==> src/rtl/pll_ctrl_pkg.sv <==
// Shared state encoding, default widths and a counter-width helper for the
// PLL configuration controller.
package pll_ctrl_pkg;

  localparam int DEF_REF_DIV_WIDTH = 4;
  localparam int DEF_FB_DIV_WIDTH  = 8;

  typedef enum logic [1:0] {
    ASSERT_RST,
    WAIT_LOCK,
    LOCKED,
    ERROR
  } pll_ctrl_state_e;

  // Bits needed to hold 0..n, never less than one.
  function automatic int cnt_width(input int n);
    return (n < 1) ? 1 : $clog2(n + 1);
  endfunction

endpackage

==> src/rtl/pll_lock_sync.sv <==
// Two-flop synchronizer for the asynchronous PLL lock indication.
module pll_lock_sync (
  input  logic clk_i,
  input  logic arst_i,
  input  logic async_i,
  output logic sync_o
);

  logic meta_q;

  always_ff @(posedge clk_i or posedge arst_i) begin
    if (arst_i) begin
      meta_q <= 1'b0;
      sync_o <= 1'b0;
    end else begin
      meta_q <= async_i;
      sync_o <= meta_q;
    end
  end

endmodule

==> src/rtl/pll_cfg_ctrl.sv <==
// PLL reset/divider sequencer with debounced lock, timeout retries and clock gating.
// Define PLL_CTRL_RANGE_CHECK_EN to reject requests carrying a zero divider.
module pll_cfg_ctrl
  import pll_ctrl_pkg::*;
#(
  parameter int REF_DEV_WIDTH = DEF_REF_DIV_WIDTH,
  parameter int FB_DIV_WIDTH  = DEF_FB_DIV_WIDTH,
  parameter int DEF_REFDIV    = 1,
  parameter int DEF_FBDIV     = 1,
  parameter int RST_CYCLES    = 16,
  parameter int LOCK_STABLE   = 32,
  parameter int LOCK_TIMEOUT  = 4096,
  parameter int MAX_RETRY     = 3
) (
  input  logic                               clk_i,
  input  logic                               arst_i,
  input  logic                               cfg_valid_i,
  output logic                               cfg_ready_o,
  input  logic [REF_DEV_WIDTH-1:0]           cfg_refdiv_i,
  input  logic [FB_DIV_WIDTH-1:0]            cfg_fbdiv_i,
  output logic                               pll_arst_no,
  output logic [REF_DEV_WIDTH-1:0]           pll_refdiv_o,
  output logic [FB_DIV_WIDTH-1:0]            pll_fbdiv_o,
  input  logic                               pll_locked_i,
  output logic                               clk_en_o,
  output logic                               busy_o,
  output logic                               done_o,
  output logic                               err_o,
  output logic                               lock_lost_o,
  output logic [cnt_width(MAX_RETRY)-1:0]    retry_cnt_o
);

  localparam int RST_W    = cnt_width(RST_CYCLES);
  localparam int STABLE_W = cnt_width(LOCK_STABLE);
  localparam int TO_W     = cnt_width(LOCK_TIMEOUT);
  localparam int RTY_W    = cnt_width(MAX_RETRY);

  pll_ctrl_state_e     state;
  logic [RST_W-1:0]    rst_cnt;
  logic [STABLE_W-1:0] stable_cnt;
  logic [TO_W-1:0]     timeout_cnt;
  logic                lock_sync;

  pll_lock_sync u_lock_sync (
    .clk_i   (clk_i),
    .arst_i  (arst_i),
    .async_i (pll_locked_i),
    .sync_o  (lock_sync)
  );

  assign cfg_ready_o = (state == LOCKED) || (state == ERROR);
  assign busy_o      = !cfg_ready_o;

  logic accept;
  logic req_bad;
  assign accept = cfg_valid_i && cfg_ready_o;

`ifdef PLL_CTRL_RANGE_CHECK_EN
  assign req_bad = (cfg_refdiv_i == '0) || (cfg_fbdiv_i == '0);
`else
  assign req_bad = 1'b0;
`endif

  // Next-cycle counter values; lock completion takes priority over timeout.
  logic [STABLE_W-1:0] stable_nxt;
  logic [TO_W-1:0]     timeout_nxt;
  logic                lock_done;
  logic                timeout_hit;
  assign stable_nxt  = lock_sync ? stable_cnt + STABLE_W'(1) : '0;
  assign timeout_nxt = timeout_cnt + TO_W'(1);
  assign lock_done   = lock_sync && (stable_nxt == STABLE_W'(LOCK_STABLE));
  assign timeout_hit = (timeout_nxt == TO_W'(LOCK_TIMEOUT));

  // NOTE: every state/output register below uses <= so all of them sample
  // pre-edge values; mixing in blocking writes would create order races.
  always_ff @(posedge clk_i or posedge arst_i) begin
    if (arst_i) begin
      state        <= ASSERT_RST;
      pll_arst_no  <= 1'b0;
      pll_refdiv_o <= REF_DEV_WIDTH'(DEF_REFDIV);
      pll_fbdiv_o  <= FB_DIV_WIDTH'(DEF_FBDIV);
      clk_en_o     <= 1'b0;
      done_o       <= 1'b0;
      err_o        <= 1'b0;
      lock_lost_o  <= 1'b0;
      retry_cnt_o  <= '0;
      rst_cnt      <= '0;
      stable_cnt   <= '0;
      timeout_cnt  <= '0;
    end else begin
      done_o <= 1'b0;
      err_o  <= 1'b0;
      if (accept && req_bad) begin
        done_o <= 1'b1;
        err_o  <= 1'b1;
      end else if (accept) begin
        pll_refdiv_o <= cfg_refdiv_i;
        pll_fbdiv_o  <= cfg_fbdiv_i;
        lock_lost_o  <= 1'b0;
        retry_cnt_o  <= '0;
        clk_en_o     <= 1'b0;
        pll_arst_no  <= 1'b0;
        rst_cnt      <= '0;
        state        <= ASSERT_RST;
      end else begin
        unique case (state)
          ASSERT_RST: begin
            if (rst_cnt == RST_W'(RST_CYCLES - 1)) begin
              rst_cnt     <= '0;
              stable_cnt  <= '0;
              timeout_cnt <= '0;
              pll_arst_no <= 1'b1;
              state       <= WAIT_LOCK;
            end else begin
              rst_cnt <= rst_cnt + RST_W'(1);
            end
          end
          WAIT_LOCK: begin
            if (lock_done) begin
              stable_cnt  <= '0;
              timeout_cnt <= '0;
              done_o      <= 1'b1;
              state       <= LOCKED;
            end else if (timeout_hit) begin
              stable_cnt  <= '0;
              timeout_cnt <= '0;
              pll_arst_no <= 1'b0;
              if (retry_cnt_o < RTY_W'(MAX_RETRY)) begin
                retry_cnt_o <= retry_cnt_o + RTY_W'(1);
                rst_cnt     <= '0;
                state       <= ASSERT_RST;
              end else begin
                clk_en_o <= 1'b0;
                done_o   <= 1'b1;
                err_o    <= 1'b1;
                state    <= ERROR;
              end
            end else begin
              stable_cnt  <= stable_nxt;
              timeout_cnt <= timeout_nxt;
            end
          end
          LOCKED: begin
            // A lock drop re-qualifies lock without resetting the PLL.
            if (!lock_sync) begin
              lock_lost_o <= 1'b1;
              clk_en_o    <= 1'b0;
              retry_cnt_o <= '0;
              stable_cnt  <= '0;
              timeout_cnt <= '0;
              state       <= WAIT_LOCK;
            end else begin
              clk_en_o <= 1'b1;
            end
          end
          ERROR: begin
            pll_arst_no <= 1'b0;
            clk_en_o    <= 1'b0;
          end
        endcase
      end
    end
  end

endmodule

==> config.mk <==
export PLATFORM = sky130hd
export DESIGN_NAME = pll_cfg_ctrl
export DESIGN_NICKNAME = d
export VERILOG_FILES = /design/src/rtl/pll_ctrl_pkg.sv /design/src/rtl/pll_lock_sync.sv /design/src/rtl/pll_cfg_ctrl.sv
export SDC_FILE = /design/constraint.sdc
export NUM_CORES = 1
export LEC_CHECK = 0
export CAP_MARGIN = 0
export CELL_PAD_IN_SITES_DETAIL_PLACEMENT = 1
export CELL_PAD_IN_SITES_GLOBAL_PLACEMENT = 1
export CORE_ASPECT_RATIO = 0.7
export CORE_MARGIN = 2
export CORE_UTILIZATION = 42
export DETAILED_ROUTE_END_ITERATION = 8
export PLACE_DENSITY_LB_ADDON = 0.12
export SLEW_MARGIN = 0
export SYNTH_ARGS = -nofsm -noshare
export SYNTH_HDL_FRONTEND = slang
export SYNTH_SLANG_ARGS = --single-unit
==> constraint.sdc <==
create_clock -name clk_i -period 3.3 [get_ports clk_i]
set_input_delay 0.66 -clock clk_i [delete_from_list [all_inputs] [get_ports clk_i]]
set_output_delay 0.66 -clock clk_i [all_outputs]
set_load 0.01 [all_outputs]
# == After elaboration in Yosys (flattened, before gate mapping) ==
# Cells that the tools add are included.
# totals
regBits,47
output_inout_bits,21
input_bits,16
wordCells,107
# op_classes
magnitude_cmp,1
n_mux,52
addsub,4
n_eq_ne,16
n_reduce_logical,19
bitwise_logic,1
# ops
op,count
$mux W13,4
$pmux W13 S3,1
$mux W6,5
$mux W5,5
$mux W2,11
$mux W1,20
$reduce_and A4 Y1,5
$ne A3 B3 Y1 const B,6
$pmux W6 S3,1
$add A13 B1 Y13 const B,1
$eq A13 B13 Y1 const B,1
$reduce_bool A4 Y1,3
$pmux W5 S2,1
$reduce_bool A3 Y1,3
$add A6 B1 Y6 const B,1
$eq A6 B6 Y1 const B,1
$ne A2 B2 Y1 const B,3
$pmux W1 S3,2
$pmux W2 S3,1
$add A5 B1 Y5 const B,1
$eq A5 B4 Y1 const B,1
$reduce_and A5 Y1,1
$eq A2 B2 Y1 const B,2
$ne A4 B4 Y1 const B,1
11 further kinds,12

# == Logic depth before layout (Yosys ltp) ==
# logic_depth
word_depth,7
depth_mapped,9
ltp_nobuf,7

# == By module ==
# From an unflattened synthesis, not the netlist that was laid out.
# unflattened
hier_cells,263
area_unflattened_um2,2597.5
# by_module_without_submodules
module,area_each_um2,seq_area_each_um2,cells_per_inst,n_inst
pll_cfg_ctrl,2543.7,1128.6,260,1
pll_lock_sync,53.8,50.0,3,1

# == Worst setup path before layout ==
# No wires, ideal clock.
# synth_path
path_kind,reg2reg
from,register stable_cnt[0]
to,register timeout_cnt[10]
synth_period_minus_slack_ns,2.446
setup_ns,0.121
arrival_time_ns,2.325
slack_ns,0.854
required_ns,3.179
stages_incl_launch_ff,8
n_path_buf,1
path_cell_list,dfrtp_1 ha_1 or4_4 a2111oi_4 nor2_2 buf_6 a31o_1 a22o_1
# synth_between
elab_chain_len,6
# synth_rtl
element,line,source
from (decl),pll_cfg_ctrl.sv:40,logic [STABLE_W-1:0] stable_cnt;
from (signal assigned),pll_cfg_ctrl.sv:139,stable_cnt <= stable_nxt;
$add A6 B1 Y6,pll_cfg_ctrl.sv:69,assign stable_nxt = lock_sync ? stable_cnt + STABLE_W'(1) : '0;
$mux W6,pll_cfg_ctrl.sv:69,
$eq A6 B6 Y1,pll_cfg_ctrl.sv:71,assign lock_done = lock_sync && (stable_nxt == STABLE_W'(LOCK_STABLE));
$logic_and A1 B1 Y1,pll_cfg_ctrl.sv:71,
$mux W13,pll_cfg_ctrl.sv:119,if (lock_done) begin
$pmux W13 S3,pll_cfg_ctrl.sv:106,unique case (state)
to (signal assigned),pll_cfg_ctrl.sv:140,timeout_cnt <= timeout_nxt;
to (decl),pll_cfg_ctrl.sv:41,logic [TO_W-1:0] timeout_cnt;
# No other way between the ends.
# A chain may end at the register's enable or synchronous reset.

# == Worst setup path in the final report ==
# layout_path
from,register stable_cnt[0]
to,register stable_cnt[1]
# layout_between
elab_chain_len,6
word_cells_on_any_way,7
classes_between,1 x add/sub; 1 x eq/ne; 4 x mux; 1 x reduce/logical
# layout_rtl
element,line
$add A6 B1 Y6 (*),pll_cfg_ctrl.sv:69
$mux W6 (*),pll_cfg_ctrl.sv:69
$eq A6 B6 Y1,pll_cfg_ctrl.sv:71
$logic_and A1 B1 Y1,pll_cfg_ctrl.sv:71
$mux W6 (*),pll_cfg_ctrl.sv:119
$pmux W6 S3 (*),pll_cfg_ctrl.sv:106
# Mark *: on every way between the ends. The rest lies on a longest branch, timed or not.

==> impl_metrics.json <==
{
  "rows": 23,
  "dp_slack_ns": 0.485,
  "final.period_utilization": 0.859,
  "slew_headroom": 0.441,
  "min_path_cells": 0,
  "clock_power_share": 0.237,
  "cts_root_buf": "clkbuf_8",
  "synthesis.nets": 271,
  "grt_pass1_wl_mm": 10.5,
  "drtAntennaViolNets": 0,
  "cts_tree": "built",
  "grt_max_degree": 30,
  "combPwrFrac": 0.311,
  "fin_setup_tns_ns": 0,
  "worstSetupStartpointType": "flop",
  "rsz0062_at_grt": "no",
  "fp.dieArea_um2": 6540,
  "power_density_nw_per_um2": 631,
  "crit_type": "reg2reg",
  "ys_ff_latch": 47,
  "yosysSeqAreaShare": 0.475,
  "synthCells": 251,
  "chipHeight_um": 68.3,
  "p_leak_nw": 1.23,
  "cts_setup_buffers": 0,
  "grt_pass1_vias": 1960,
  "track_usage": 0.215,
  "dr.first_iter.drc_count": 105,
  "drive_gt1_frac": 0.118,
  "h-tree-depth": 2,
  "critPathArrivalTime_ns": 3.03,
  "drtPass1Iterations": 4,
  "setup_ws_ns": 0.464,
  "p_seq_frac": 0.452,
  "swShare": 0.373,
  "syn_area_per_cell_um2": 9.88,
  "clock-sinks": 47,
  "place.gp.congestion": 0.843,
  "drt-total-wl_mm": 6.62,
  "max_clock_freq_ghz": 0.353,
  "core-area_um2": 5730,
  "cp_max_fo": 12,
  "ctsHoldBuffers": 0,
  "clk_pin_slew_ns": 0.09,
  "syn_to_final_growth_pct": 21.9,
  "cts_buffer_depth": 2,
  "portBuffers": 36,
  "postPlaceCellArea_um2": 2910,
  "max_cap_violations": 0,
  "synth_edf_count": 0,
  "final_area_um2": 3020,
  "max_slew.worst_pin.slew_ns": 0.836,
  "synthArstFlopShare": 1.00,
  "final_nets": 306,
  "synth_flop_cell": "dfrtp_1",
  "layout_min_cycle_time_ns": 2.84,
  "reg2reg_depth": 6,
  "clk_latency_ns": 0.31,
  "power.switching_uw": 711,
  "crit_required_ns": 3.50,
  "diodes": 0,
  "die_w_um": 95.8,
  "hold_viol": 0,
  "remaining_drc_errors": 0,
  "cts_made_buffers": 5,
  "p_int_mw": 1.20,
  "start_util": 0.433,
  "overflow": 0,
  "dp_hpwl_mm": 4.84,
  "slew_viol_final": 0,
  "hp-class": "reg2reg",
  "status": "finished, final reports clean",
  "detailroute.via_count": 2090,
  "layout.core_utilization": 0.528,
  "synth.cell_area_um2": 2480,
  "avgRoutedWirePerCell_um": 18.3,
  "skew_ns": 0.00945,
  "final-setup-viol-count": 0,
  "vias_per_cell": 5.77,
  "ir_drop_v": 0.000331,
  "yosys_warnings": 0,
  "ios": 37,
  "synth_cell_types": 49,
  "layout_commonest_cell": "dfrtp_1",
  "endpoint_kind": "flop",
  "layout_common_cells": "dfrtp_1 (45), clkdlybuf4s50_1 (36), nand2_1 (28), nand3_1 (16)",
  "antenna_found_initial": 0,
  "cts-resized-gates": 0
}
## power groups by stage
stage,logic [mW],clock network (mW),registers [mW]
after CTS,0.597,0.465,0.856
after global routing,0.665,0.488,0.884
final,0.594,0.452,0.861
after floorplan,0.430,0,0.812
after global placement,0.572,0,0.860
after detailed placement,0.590,0,0.868
## per-stage QoR
stage	hold WS (ns)	total power, mW	instances
after floorplan	0.331	1.24	251
after global placement	0.336	1.43	354
after detailed placement	0.346	1.46	354
after CTS	0.368	1.92	362
after global routing	0.370	2.04	362
final	0.362	1.91	362
## state kept, by name, indices dropped and copies added (netlist names)
| name | flops |
|---|---|
| timeout_cnt | 13 |
| pll_fbdiv_o | 8 |
| stable_cnt | 6 |
| rst_cnt | 5 |
| pll_refdiv_o | 4 |
| retry_cnt_o | 2 |
| state | 2 |
| clk_en_o | 1 |
| done_o | 1 |
| err_o | 1 |
| lock_lost_o | 1 |
| pll_arst_no | 1 |
| u_lock_sync.meta_q | 1 |
| u_lock_sync.sync_o | 1 |
## final cells by class
| cell class | count | area [um^2] |
|---|---|---|
| inverters | 9 | 33.8 |
| multi-input cells | 183 | 1210 |
| clock buffers | 6 | 82.6 |
| well taps | 75 | 93.8 |
| fillers | 653 | 2700 |
| repair buffers | 40 | 390 |
| clock inverters | 2 | 35.0 |
| flip-flops and latches | 47 | 1180 |
## routing by layer
| metal | vias up | track usage | share of wire |
|---|---|---|---|
| li1 | 999 | - | - |
| met1 | 1042 | 0.328 | 0.51 |
| met2 | 40 | 0.306 | 0.44 |
| met3 | 9 | 0.0518 | 0.046 |
| met4 | 0 | 0.0446 | 0.011 |
| met5 | - | 0 | 0 |
## Yosys cell counts, drive strengths merged, types with 3 or more instances
cell type   n  area, um^2
and2        4        25.0
dfrtp      45        1130
buf         5        31.3
mux2i       7        70.1
nand4       7        43.8
and3        3        18.8
a22oi       3        22.5
nor2       16        62.6
nor3       10        50.1
a21oi       6        30.0
a22o        4        35.0
a31oi       5        31.3
clkbuf      7        26.3
nand3      16        80.1
inv         9        33.8
nand2      28         105
xnor2       3        26.3
ha          4        50.1
o21ai      16        80.1
mux2       12         135
## path summary, 6_finish.rpt
path	from	to	slack [ns]
max	stable_cnt[0]	stable_cnt[1]	0.46
min in group asynchronous	arst_i	pll_refdiv_o[3]	0.65
min reg2reg	u_lock_sync.meta_q	u_lock_sync.sync_o	0.36
max in group asynchronous	arst_i	pll_fbdiv_o[0]	1.88
max reg2reg	stable_cnt[0]	stable_cnt[1]	0.46
min	u_lock_sync.meta_q	u_lock_sync.sync_o	0.36
## kinds of logic after synthesis
| family | count (synthesis) | share of synthesized area |
|---|---|---|
| fa+ha+maj | 4 | 0.0202 |
| mux | 19 | 0.0827 |
| compound gates | 59 | 0.175 |
| flops | 47 | 0.475 |
| xor+xnor | 3 | 0.0106 |
| simple gates | 98 | 0.200 |
| buf+inv | 21 | 0.0368 |
## critical path: stages (launching register included)
cell       delay (ns)
dfrtp_1          0.43
ha_1             0.35
or4_4            0.56
a2111oi_4        0.56
nor2_2           0.23
and2_1           0.30
a32o_1           0.28
Note: power is estimated with default switching activity, not from simulation.
